## src/rtl/rv32_multicycle_ctrl.sv

```systemverilog
// Main control FSM for the multicycle RV32I core: decodes the latched instruction and
// sequences the shared datapath and the unified memory port, with a memory-wait timeout.
//
// state    | meaning
// FETCH    | read instruction at PC, PC <= PC+4 on mem_ready
// DECODE   | OldPC+imm into ALUOut (branch target), dispatch on opcode
// MEMADR   | rs1+imm address for load/store
// MEMREAD  | load access, wait for mem_ready
// MEMWB    | write loaded data to rd
// MEMWRITE | store access, wait for mem_ready
// EXECR    | rs1 op rs2
// EXECI    | rs1 op imm
// ALUWB    | write ALU result to rd
// BRANCH   | compare rs1/rs2, take branch from ALUOut
// JAL      | PC <= ALUOut, compute OldPC+4 for rd
// FAULT    | illegal instruction or memory timeout, exits only via reset
module rv32_multicycle_ctrl #(
  parameter int WAIT_LIMIT = 16
) (
  input  logic       clk,
  input  logic       rst_n,
  input  logic [6:0] opcode,
  input  logic [2:0] funct3,
  input  logic       funct7b5,
  input  logic       zero,
  input  logic       mem_ready,
  output logic       mem_req,
  output logic       mem_write,
  output logic       adr_src,
  output logic       ir_write,
  output logic       pc_write,
  output logic       reg_write,
  output logic [1:0] result_src,
  output logic [1:0] alu_src_a,
  output logic [1:0] alu_src_b,
  output logic [2:0] alu_ctrl,
  output logic [1:0] imm_src,
  output logic       fault,
  output logic [3:0] state_o
);

  typedef enum logic [3:0] {
    S_FETCH    = 4'd0,
    S_DECODE   = 4'd1,
    S_MEMADR   = 4'd2,
    S_MEMREAD  = 4'd3,
    S_MEMWB    = 4'd4,
    S_MEMWRITE = 4'd5,
    S_EXECR    = 4'd6,
    S_EXECI    = 4'd7,
    S_ALUWB    = 4'd8,
    S_BRANCH   = 4'd9,
    S_JAL      = 4'd10,
    S_FAULT    = 4'd15
  } state_t;

  localparam logic [6:0] OP_LOAD   = 7'b0000011;
  localparam logic [6:0] OP_STORE  = 7'b0100011;
  localparam logic [6:0] OP_RTYPE  = 7'b0110011;
  localparam logic [6:0] OP_ITYPE  = 7'b0010011;
  localparam logic [6:0] OP_BRANCH = 7'b1100011;
  localparam logic [6:0] OP_JAL    = 7'b1101111;

  localparam logic [2:0] ALU_ADD = 3'b000;
  localparam logic [2:0] ALU_SUB = 3'b001;
  localparam logic [2:0] ALU_AND = 3'b010;
  localparam logic [2:0] ALU_OR  = 3'b011;
  localparam logic [2:0] ALU_SLT = 3'b101;

  localparam logic [1:0] RES_ALU = 2'b00;
  localparam logic [1:0] RES_MEM = 2'b01;
  localparam logic [1:0] RES_PC4 = 2'b10;

  localparam bit TIMEOUT_EN = (WAIT_LIMIT > 0);
  localparam int CNT_W = TIMEOUT_EN ? $clog2(WAIT_LIMIT + 1) : 1;
  localparam logic [CNT_W-1:0] CNT_LAST = TIMEOUT_EN ? CNT_W'(WAIT_LIMIT - 1) : '0;

  state_t           state;
  state_t           state_nxt;
  logic [CNT_W-1:0] wait_cnt;
  logic             fault_q;
  logic             waiting;
  logic             timeout;
  logic             funct_ok;
  logic [2:0]       alu_funct;
  logic             branch_ok;

  assign waiting   = (state == S_FETCH) || (state == S_MEMREAD) || (state == S_MEMWRITE);
  assign timeout   = TIMEOUT_EN && waiting && !mem_ready && (wait_cnt == CNT_LAST);
  assign branch_ok = (funct3 == 3'b000) || (funct3 == 3'b001);

  always_comb begin
    alu_funct = ALU_ADD;
    funct_ok  = 1'b1;
    case (funct3)
      3'b000:  alu_funct = (opcode[5] && funct7b5) ? ALU_SUB : ALU_ADD;
      3'b010:  alu_funct = ALU_SLT;
      3'b110:  alu_funct = ALU_OR;
      3'b111:  alu_funct = ALU_AND;
      default: funct_ok  = 1'b0;
    endcase
  end

  always_comb begin
    state_nxt = state;
    case (state)
      S_FETCH:    state_nxt = mem_ready ? S_DECODE : (timeout ? S_FAULT : S_FETCH);
      S_DECODE: begin
        case (opcode)
          OP_LOAD, OP_STORE: state_nxt = S_MEMADR;
          OP_RTYPE:          state_nxt = S_EXECR;
          OP_ITYPE:          state_nxt = S_EXECI;
          OP_BRANCH:         state_nxt = S_BRANCH;
          OP_JAL:            state_nxt = S_JAL;
          default:           state_nxt = S_FAULT;
        endcase
      end
      S_MEMADR:   state_nxt = opcode[5] ? S_MEMWRITE : S_MEMREAD;
      S_MEMREAD:  state_nxt = mem_ready ? S_MEMWB : (timeout ? S_FAULT : S_MEMREAD);
      S_MEMWB:    state_nxt = S_FETCH;
      S_MEMWRITE: state_nxt = mem_ready ? S_FETCH : (timeout ? S_FAULT : S_MEMWRITE);
      S_EXECR,
      S_EXECI:    state_nxt = funct_ok ? S_ALUWB : S_FAULT;
      S_ALUWB:    state_nxt = S_FETCH;
      S_BRANCH:   state_nxt = branch_ok ? S_FETCH : S_FAULT;
      S_JAL:      state_nxt = S_ALUWB;
      default:    state_nxt = S_FAULT;
    endcase
  end

  always_ff @(posedge clk) begin
    if (!rst_n) begin
      state    <= S_FETCH;
      wait_cnt <= '0;
      fault_q  <= 1'b0;
    end else begin
      state <= state_nxt;
      if (state_nxt == S_FAULT) fault_q <= 1'b1;
      // A fresh wait window starts whenever a memory-wait state is entered from elsewhere.
      if ((state_nxt != state) &&
          ((state_nxt == S_FETCH) || (state_nxt == S_MEMREAD) || (state_nxt == S_MEMWRITE)))
        wait_cnt <= '0;
      else if (TIMEOUT_EN && waiting && !mem_ready)
        wait_cnt <= wait_cnt + 1'b1;
    end
  end

  always_comb begin
    mem_req    = 1'b0;
    mem_write  = 1'b0;
    adr_src    = 1'b0;
    ir_write   = 1'b0;
    pc_write   = 1'b0;
    reg_write  = 1'b0;
    result_src = RES_ALU;
    alu_src_a  = 2'b00;
    alu_src_b  = 2'b00;
    alu_ctrl   = ALU_ADD;
    imm_src    = 2'b00;
    fault      = fault_q;
    state_o    = state;
    case (opcode)
      OP_STORE:  imm_src = 2'b01;
      OP_BRANCH: imm_src = 2'b10;
      OP_JAL:    imm_src = 2'b11;
      default:   imm_src = 2'b00;
    endcase
    case (state)
      S_FETCH: begin
        mem_req    = 1'b1;
        result_src = RES_PC4;
        alu_src_b  = 2'b10;
        ir_write   = mem_ready;
        pc_write   = mem_ready;
      end
      S_DECODE: begin
        alu_src_a = 2'b01;
        alu_src_b = 2'b01;
      end
      S_MEMADR: begin
        alu_src_a = 2'b10;
        alu_src_b = 2'b01;
      end
      S_MEMREAD: begin
        mem_req = 1'b1;
        adr_src = 1'b1;
      end
      S_MEMWB: begin
        result_src = RES_MEM;
        reg_write  = 1'b1;
      end
      S_MEMWRITE: begin
        mem_req   = 1'b1;
        mem_write = 1'b1;
        adr_src   = 1'b1;
      end
      S_EXECR: begin
        alu_src_a = 2'b10;
        alu_ctrl  = alu_funct;
      end
      S_EXECI: begin
        alu_src_a = 2'b10;
        alu_src_b = 2'b01;
        alu_ctrl  = alu_funct;
      end
      S_ALUWB:  reg_write = 1'b1;
      S_BRANCH: begin
        alu_src_a = 2'b10;
        alu_ctrl  = ALU_SUB;
        pc_write  = ((funct3 == 3'b000) && zero) || ((funct3 == 3'b001) && !zero);
      end
      S_JAL: begin
        alu_src_a = 2'b01;
        alu_src_b = 2'b10;
        pc_write  = 1'b1;
      end
      default:  imm_src = 2'b00;
    endcase
    // Nothing escapes while reset is asserted, including an in-flight memory request.
    if (!rst_n) begin
      mem_req    = 1'b0;
      mem_write  = 1'b0;
      adr_src    = 1'b0;
      ir_write   = 1'b0;
      pc_write   = 1'b0;
      reg_write  = 1'b0;
      result_src = 2'b00;
      alu_src_a  = 2'b00;
      alu_src_b  = 2'b00;
      alu_ctrl   = 3'b000;
      imm_src    = 2'b00;
      fault      = 1'b0;
      state_o    = 4'd0;
    end
  end

endmodule
```

## config.mk

```make
export PLATFORM = sky130hd
export DESIGN_NAME = rv32_multicycle_ctrl
export DESIGN_NICKNAME = d
export VERILOG_FILES = /design/src/rtl/rv32_multicycle_ctrl.sv
export SDC_FILE = /design/constraint.sdc
export NUM_CORES = 1
export LEC_CHECK = 0
export BUFFER_PORTS_ARGS = -buffer_cell sky130_fd_sc_hd__clkbuf_2
export CORE_MARGIN = 10
export CORE_UTILIZATION = 30
export DETAILED_ROUTE_END_ITERATION = 8
export PLACE_DENSITY_LB_ADDON = 0.1
export SLEW_MARGIN = 0
export SYNTH_ARGS = -nofsm -noshare
export SYNTH_HDL_FRONTEND = slang
export SYNTH_SLANG_ARGS = --single-unit
export TNS_END_PERCENT = 10
```

## constraint.sdc

```tcl
create_clock -name clk -period 2.5 [get_ports clk]
set_input_delay 0.125 -clock clk [delete_from_list [all_inputs] [get_ports clk]]
set_output_delay 0.125 -clock clk [all_outputs]
set_load 0.02 [all_outputs]
```

==> results of run 1 <==
## final cells by class
class                   instances  area, um2
clock buffers                   4       55.1
well taps                      48       60.1
multi-input cells             133        890
repair buffers                 41        218
inverters                       4       15.0
fillers                       422       2310
flip-flops and latches         10        200
## where the power goes
part / leakage [uW] / internal [uW] / switching, uW / total, uW
clock: 0.0000288 / 138 / 62.5 / 201
combinational: 0.000524 / 441 / 607 / 1050
sequential: 0.0000817 / 211 / 97.4 / 308
## routing by layer
metal  global-route usage (%)  vias to the layer above  part of all wire, %
li1                         -                      637                    -
met1                     11.6                      560                   47
met2                     14.8                       32                   45
met3                     3.22                        7                  6.6
met4                     3.69                        0                  1.8
met5                        0                        -                    0
## registers in the layout (all words and copies together) (netlist names)
| signal | count |
|---|---|
| fault_q | 1 |
| wait_cnt | 5 |
| state | 4 |
## synthesized netlist by cell type, drive strengths merged (2+ instances only)
master	n
nor3	7
nand3b	4
nand2b	4
o21a	3
ha	2
and2b	3
and2	9
inv	4
xor2	2
and3	3
a31oi	2
a21oi	8
nand3	3
o21ai	8
clkbuf	4
dfxtp	10
nor2	15
nor2b	3
nand2	16
nor3b	6
a21o	2
mux2i	2
xnor2	5
nor4b	2
buf	7
nor4	4
nand4	3
## worst reg2reg max path, cell delays in order, from the launching register on
cell,delay (ns)
dfxtp_1,0.33
ha_1,0.21
and3_1,0.18
ha_1,0.22
nor3b_1,0.17
a21o_1,0.19
a21oi_1,0.11
nor4b_2,0.25
nand4_1,0.16
a21oi_2,0.27
nor2_1,0.08
## worst max-delay path by stage
stage                  end  depth (start not counted)
2_1_floorplan     pc_write                          6
3_3_place_gp   wait_cnt[1]                          9
3_5_place_dp   wait_cnt[3]                         10
4_1_cts        wait_cnt[3]                         10
5_1_grt        wait_cnt[3]                         10
6_report       wait_cnt[3]                         10
## through the flow
stage / hold slack (ns) / utilization, % / total power, uW / setup WS [ns] / cell area, um2
floorplan: 0.297 / - / 1120 / 0.331 / 1190
global placement: 0.526 / 36.9 / 1360 / 0.273 / 1380
detailed placement: 0.524 / 36.9 / 1360 / 0.219 / 1380
CTS: 0.380 / 38.4 / 1580 / 0.177 / 1440
global route: 0.419 / 38.4 / 1710 / 0.00273 / 1440
finish: 0.367 / 38.4 / 1560 / 0.210 / 1440
## kinds of logic (layout without fill, tap and decap cells)
family | after synthesis | count (layout) | share of synthesized area [%]
AND/OR/NAND/NOR | 90 | 90 | 47.2
AO/OA/AOI/OAI | 32 | 32 | 18.8
buffers and inverters | 15 | 49 | 8.22
flip-flops | 10 | 10 | 16.9
XOR/XNOR | 7 | 7 | 5.16
adder cells (fa/ha/maj) | 2 | 2 | 2.11
multiplexers | 2 | 2 | 1.69
==> flow_metrics.tcl, run 1 <==
set metrics [dict create \
    grt_pass1_wl_mm 5.78 \
    finalHoldViolCount 0 \
    chipWidth_um 82.9 \
    grt_pass1_vias 1247 \
    clkSinkCount 10 \
    r2r_start "wait_cnt[0]" \
    layout_commonest_cell "clkbuf_2" \
    via_per_inst 5.15 \
    clk_pin_slew_worst_paths_ns 0.04 \
    h-tree-depth 1 \
    drc_errors 0 \
    routed_wl_mm 3.41 \
    grt_util_all_layers_pct 9.49 \
    powerDensity_mw_per_mm2 1080 \
    synth_top_cell_area_share_pct 16.9 \
    cpMostUsedCell "ha_1" \
    max_stage_delay_ns 0.33 \
    port_buffers 36 \
    drtIter0Drc 55 \
    final_nets 210 \
    grt_overflow 0 \
    area_delta_synth_final_pct 21.1 \
    dpl.cell_count 236 \
    hold_depth 3 \
    tns_ns 0 \
    cp.arrival_ns 2.41 \
    peakVddDrop_uv 470 \
    dr_total_vias 1236 \
    cts-root-buf "clkbuf_8" \
    end_kind "register" \
    boundaryPins 37 \
    start_util_pct 31.7 \
    max_slew_margin_pct 61.4 \
    synth_warnings 0 \
    final_max_slew_viol_count 0 \
    netlist_instances 158 \
    die_area_mm2 0.00687 \
    rows 22 \
    rsz0062_at_grt "false" \
    critPathLaunchType "register" \
    ys.flop_type "dfxtp_1" \
    r2r_slack_ns 0.21 \
    final_cells 240 \
    status "complete, no violations" \
    die_y_um 82.9 \
    drv_cap 0 \
    numCtsBuffers 3 \
    async_reset_ff_share_pct 0 \
    grt_max_degree 25 \
    worst-path-buf-inv 0 \
    cts_resized 0 \
    setup_violations 0 \
    syn_area_mm2 0.00119 \
    cts_tree "done" \
    gp_congestion 0.789 \
    syn_nets 175 \
    cellLeakagePower_uw 0.000635 \
    postSynthRegisterBits 10 \
    synth.avg_cell_area_um2 7.52 \
    cts_hold_buf 0 \
    synth_top_area_cell "dfxtp_1" \
    crit_type "register to register" \
    startpoint "wait_cnt[0]" \
    diodes 0 \
    hold_end "wait_cnt[0]" \
    hold_path_class "primary input to register" \
    crit_slowest_cell "dfxtp_1" \
    antenna_left 0 \
    layout-drive-gt1-share_pct 31.3 \
    core_area_mm2 0.00374 \
    clock_latency_ns 0.24 \
    crit_path_cell_trace "ha_1 -> and3_1 -> ha_1 -> nor3b_1 -> a21o_1 -> a21oi_1 -> nor4b_2 -> nand4_1 -> a21oi_2 -> nor2_1" \
    clock_path_buffers 2 \
    yosysSeqAreaShare_pct 16.9 \
    yosys-top-cells-area "dfxtp_1, and2_1, nand2_1" \
    cts_setup_buffers 0 \
    hpwl_mm 2.68 \
    mostFrequentLayoutCells "clkbuf_2, nor2_1, nand2_1" \
    min-delay-start "rst_n" \
    critPathRequiredTime_ns 2.62 \
    synth.distinct_cells 53 \
    dr.pass1.iters 4 \
    synth_edf_count 0 \
    period_needed_ns 2.29 \
    max_slew.worst_pin.slew_ns 0.579 \
    fin_skew_ns 0.00225 \
    avgRoutedWirePerCell_um 14.2 \
    ff2ff_path_depth 10 \
    crit_fanout 5 \
    path_delay_family "simple AND/OR/NAND/NOR gates" \
    max_freq_ghz 0.437 \
    fin_crit_sh_pct 91.6 \
    grt_antenna_before_repair 0 \
    reg2reg_to "wait_cnt[3]" \
]
(Power assumes the default switching activity.)
==> run 2: changes to the inputs <==
==> constraint.sdc (replaced) <==
create_clock -name clk -period 2.75 [get_ports clk]
set_input_delay 0.1375 -clock clk [delete_from_list [all_inputs] [get_ports clk]]
set_output_delay 0.1375 -clock clk [all_outputs]
set_load 0.02 [all_outputs]
==> run 2 against run 1 <==
Sequential power down 5%. Hold slack better by 0.025 ns. Die area did not move. Non-clock buffer count stayed put. Global-route usage hardly changed. Core utilization unchanged. Final cell count is the same. Clock skew is essentially flat. Design area unchanged. Worst setup slack better by 0.27 ns. Via count increased by 0.57%. Clock power shrank 13%. Critical path type unchanged. Largest power group unchanged.
==> flow_metrics.tcl, run 2 (same netlist as run 1, synthesis figures left out) <==
set metrics [dict create \
    status "complete, no violations" \
    gp_congestion 0.805 \
    numCtsBuffers 3 \
    die_area_mm2 0.00687 \
    fill_cells 434 \
    final_nets 210 \
    max_freq_ghz 0.441 \
    area_delta_synth_final_pct 21.1 \
    core_area_mm2 0.00374 \
    stdcell_area_mm2 0.00144 \
    regMostFlops "wait_cnt" \
    avgRoutedWirePerCell_um 13.9 \
    cellLeakagePower_uw 0.000635 \
    die_y_um 82.9 \
    max_slew.worst_pin.slew_ns 0.577 \
    hold_path_class "primary input to register" \
    regArea_um2 200 \
    crit_fanout 5 \
    setup_violations 0 \
    critPathLaunchType "register" \
    drv_cap 0 \
    clk_pin_slew_worst_paths_ns 0.05 \
    final_util_pct 38.4 \
    layout-drive-gt1-share_pct 31.3 \
    largest_register_ffs 5 \
    tns_ns 0 \
    finalHoldViolCount 0 \
    end_kind "register" \
    grt_pass1_vias 1265 \
    port_buffers 36 \
    via_per_inst 5.18 \
    period_needed_ns 2.27 \
    crit_path_cell_trace "ha_1 -> and3_1 -> ha_1 -> nor3b_1 -> o21ai_0 -> nand2_1 -> nor4b_2 -> nand4_1 -> a21oi_2 -> nor3b_2" \
    drc_errors 0 \
    grt_max_degree 25 \
    reg_top3 "wait_cnt: 5 flops, state: 4 flops, fault_q: 1 flops" \
    clock_latency_ns 0.23 \
    h-tree-depth 1 \
    diodes 0 \
    crit_type "register to register" \
    powerDensity_mw_per_mm2 979 \
    cp.arrival_ns 2.37 \
    cts_tree "done" \
    dr.pass1.iters 4 \
    antenna_left 0 \
    cts_setup_buffers 0 \
    fin_skew_ns 0.00197 \
    routed_wl_mm 3.33 \
    grt_antenna_before_repair 0 \
    max_slew_margin_pct 61.5 \
    grt_overflow 0 \
    peakVddDrop_uv 464 \
    cts_resized 0 \
    crit_slowest_cell "dfxtp_1" \
    grt_pass1_wl_mm 5.89 \
    multi_input_area_um2 890 \
    cts-root-buf "clkbuf_8" \
    final_max_slew_viol_count 0 \
    drtIter0Drc 148 \
    clkSinkCount 10 \
    cts_hold_buf 0 \
    hpwl_mm 2.67 \
    layout_commonest_cell "clkbuf_2" \
    mostFrequentLayoutCells "clkbuf_2, nor2_1, nand2_1" \
    rows 22 \
    fin_crit_sh_pct 82.4 \
    start_util_pct 31.7 \
    max_stage_delay_ns 0.32 \
    cpMostUsedCell "ha_1" \
    chipWidth_um 82.9 \
    boundaryPins 37 \
    critPathRequiredTime_ns 2.86 \
    clock_path_buffers 2 \
    grt_util_all_layers_pct 9.46 \
    dr_total_vias 1243 \
    place_area_mm2 0.00138 \
    rsz0062_at_grt "false" \
]
run 2: cell counts in the layout (fill, tap and decap cells not counted):
Identical to the previous run, type by type.
run 2: cell type report:
cell class              count  area share (%)
well taps                  48            4.18
inverters                   4            1.04
clock buffers               4            3.83
multi-input cells         133            61.9
flip-flops and latches     10            13.9
repair buffers             41            15.1
run 2: worst max-delay path: cells and delay by family (launching register included):
| family | cells | cell delay, ns |
|---|---|---|
| AO/OA/AOI/OAI | 2 | 0.43 |
| adder cells (fa/ha/maj) | 2 | 0.43 |
| AND/OR/NAND/NOR | 6 | 0.94 |
| flip-flops | 1 | 0.32 |
run 2: path summary, 6_finish.rpt:
kind,start,slack (ns),depth (start not counted),endpoint
worst max register to register,wait_cnt[0],0.48,10,wait_cnt[1]
worst max-delay path,wait_cnt[0],0.48,10,wait_cnt[1]
worst min-delay path,rst_n,0.39,3,wait_cnt[3]
worst min register to register,wait_cnt[3],0.54,3,wait_cnt[3]
run 2: stage by stage:
| step | std cells | power, uW | hold WS [ns] | setup WS [ns] |
|---|---|---|---|---|
| after floorplan | 158 | 1020 | 0.309 | 0.568 |
| after global placement | 236 | 1240 | 0.523 | 0.510 |
| after detailed placement | 236 | 1240 | 0.540 | 0.496 |
| after CTS | 240 | 1430 | 0.412 | 0.471 |
| after global routing | 240 | 1560 | 0.427 | 0.300 |
| final | 240 | 1410 | 0.391 | 0.485 |
run 2: layer usage:
layer	vias to the layer above	global-route usage, %	wire length [um]
li1	635	-	-
met1	565	12.1	1560
met2	43	15.2	1500
met3	0	3.03	267
met4	0	1.38	0
met5	-	0	0
run 2: report_power, final:
part	switching, uW	total, uW	internal (uW)
Clock	49.2	174	125
Combinational	538	939	401
Sequential	102	294	191
Total	689	1410	718
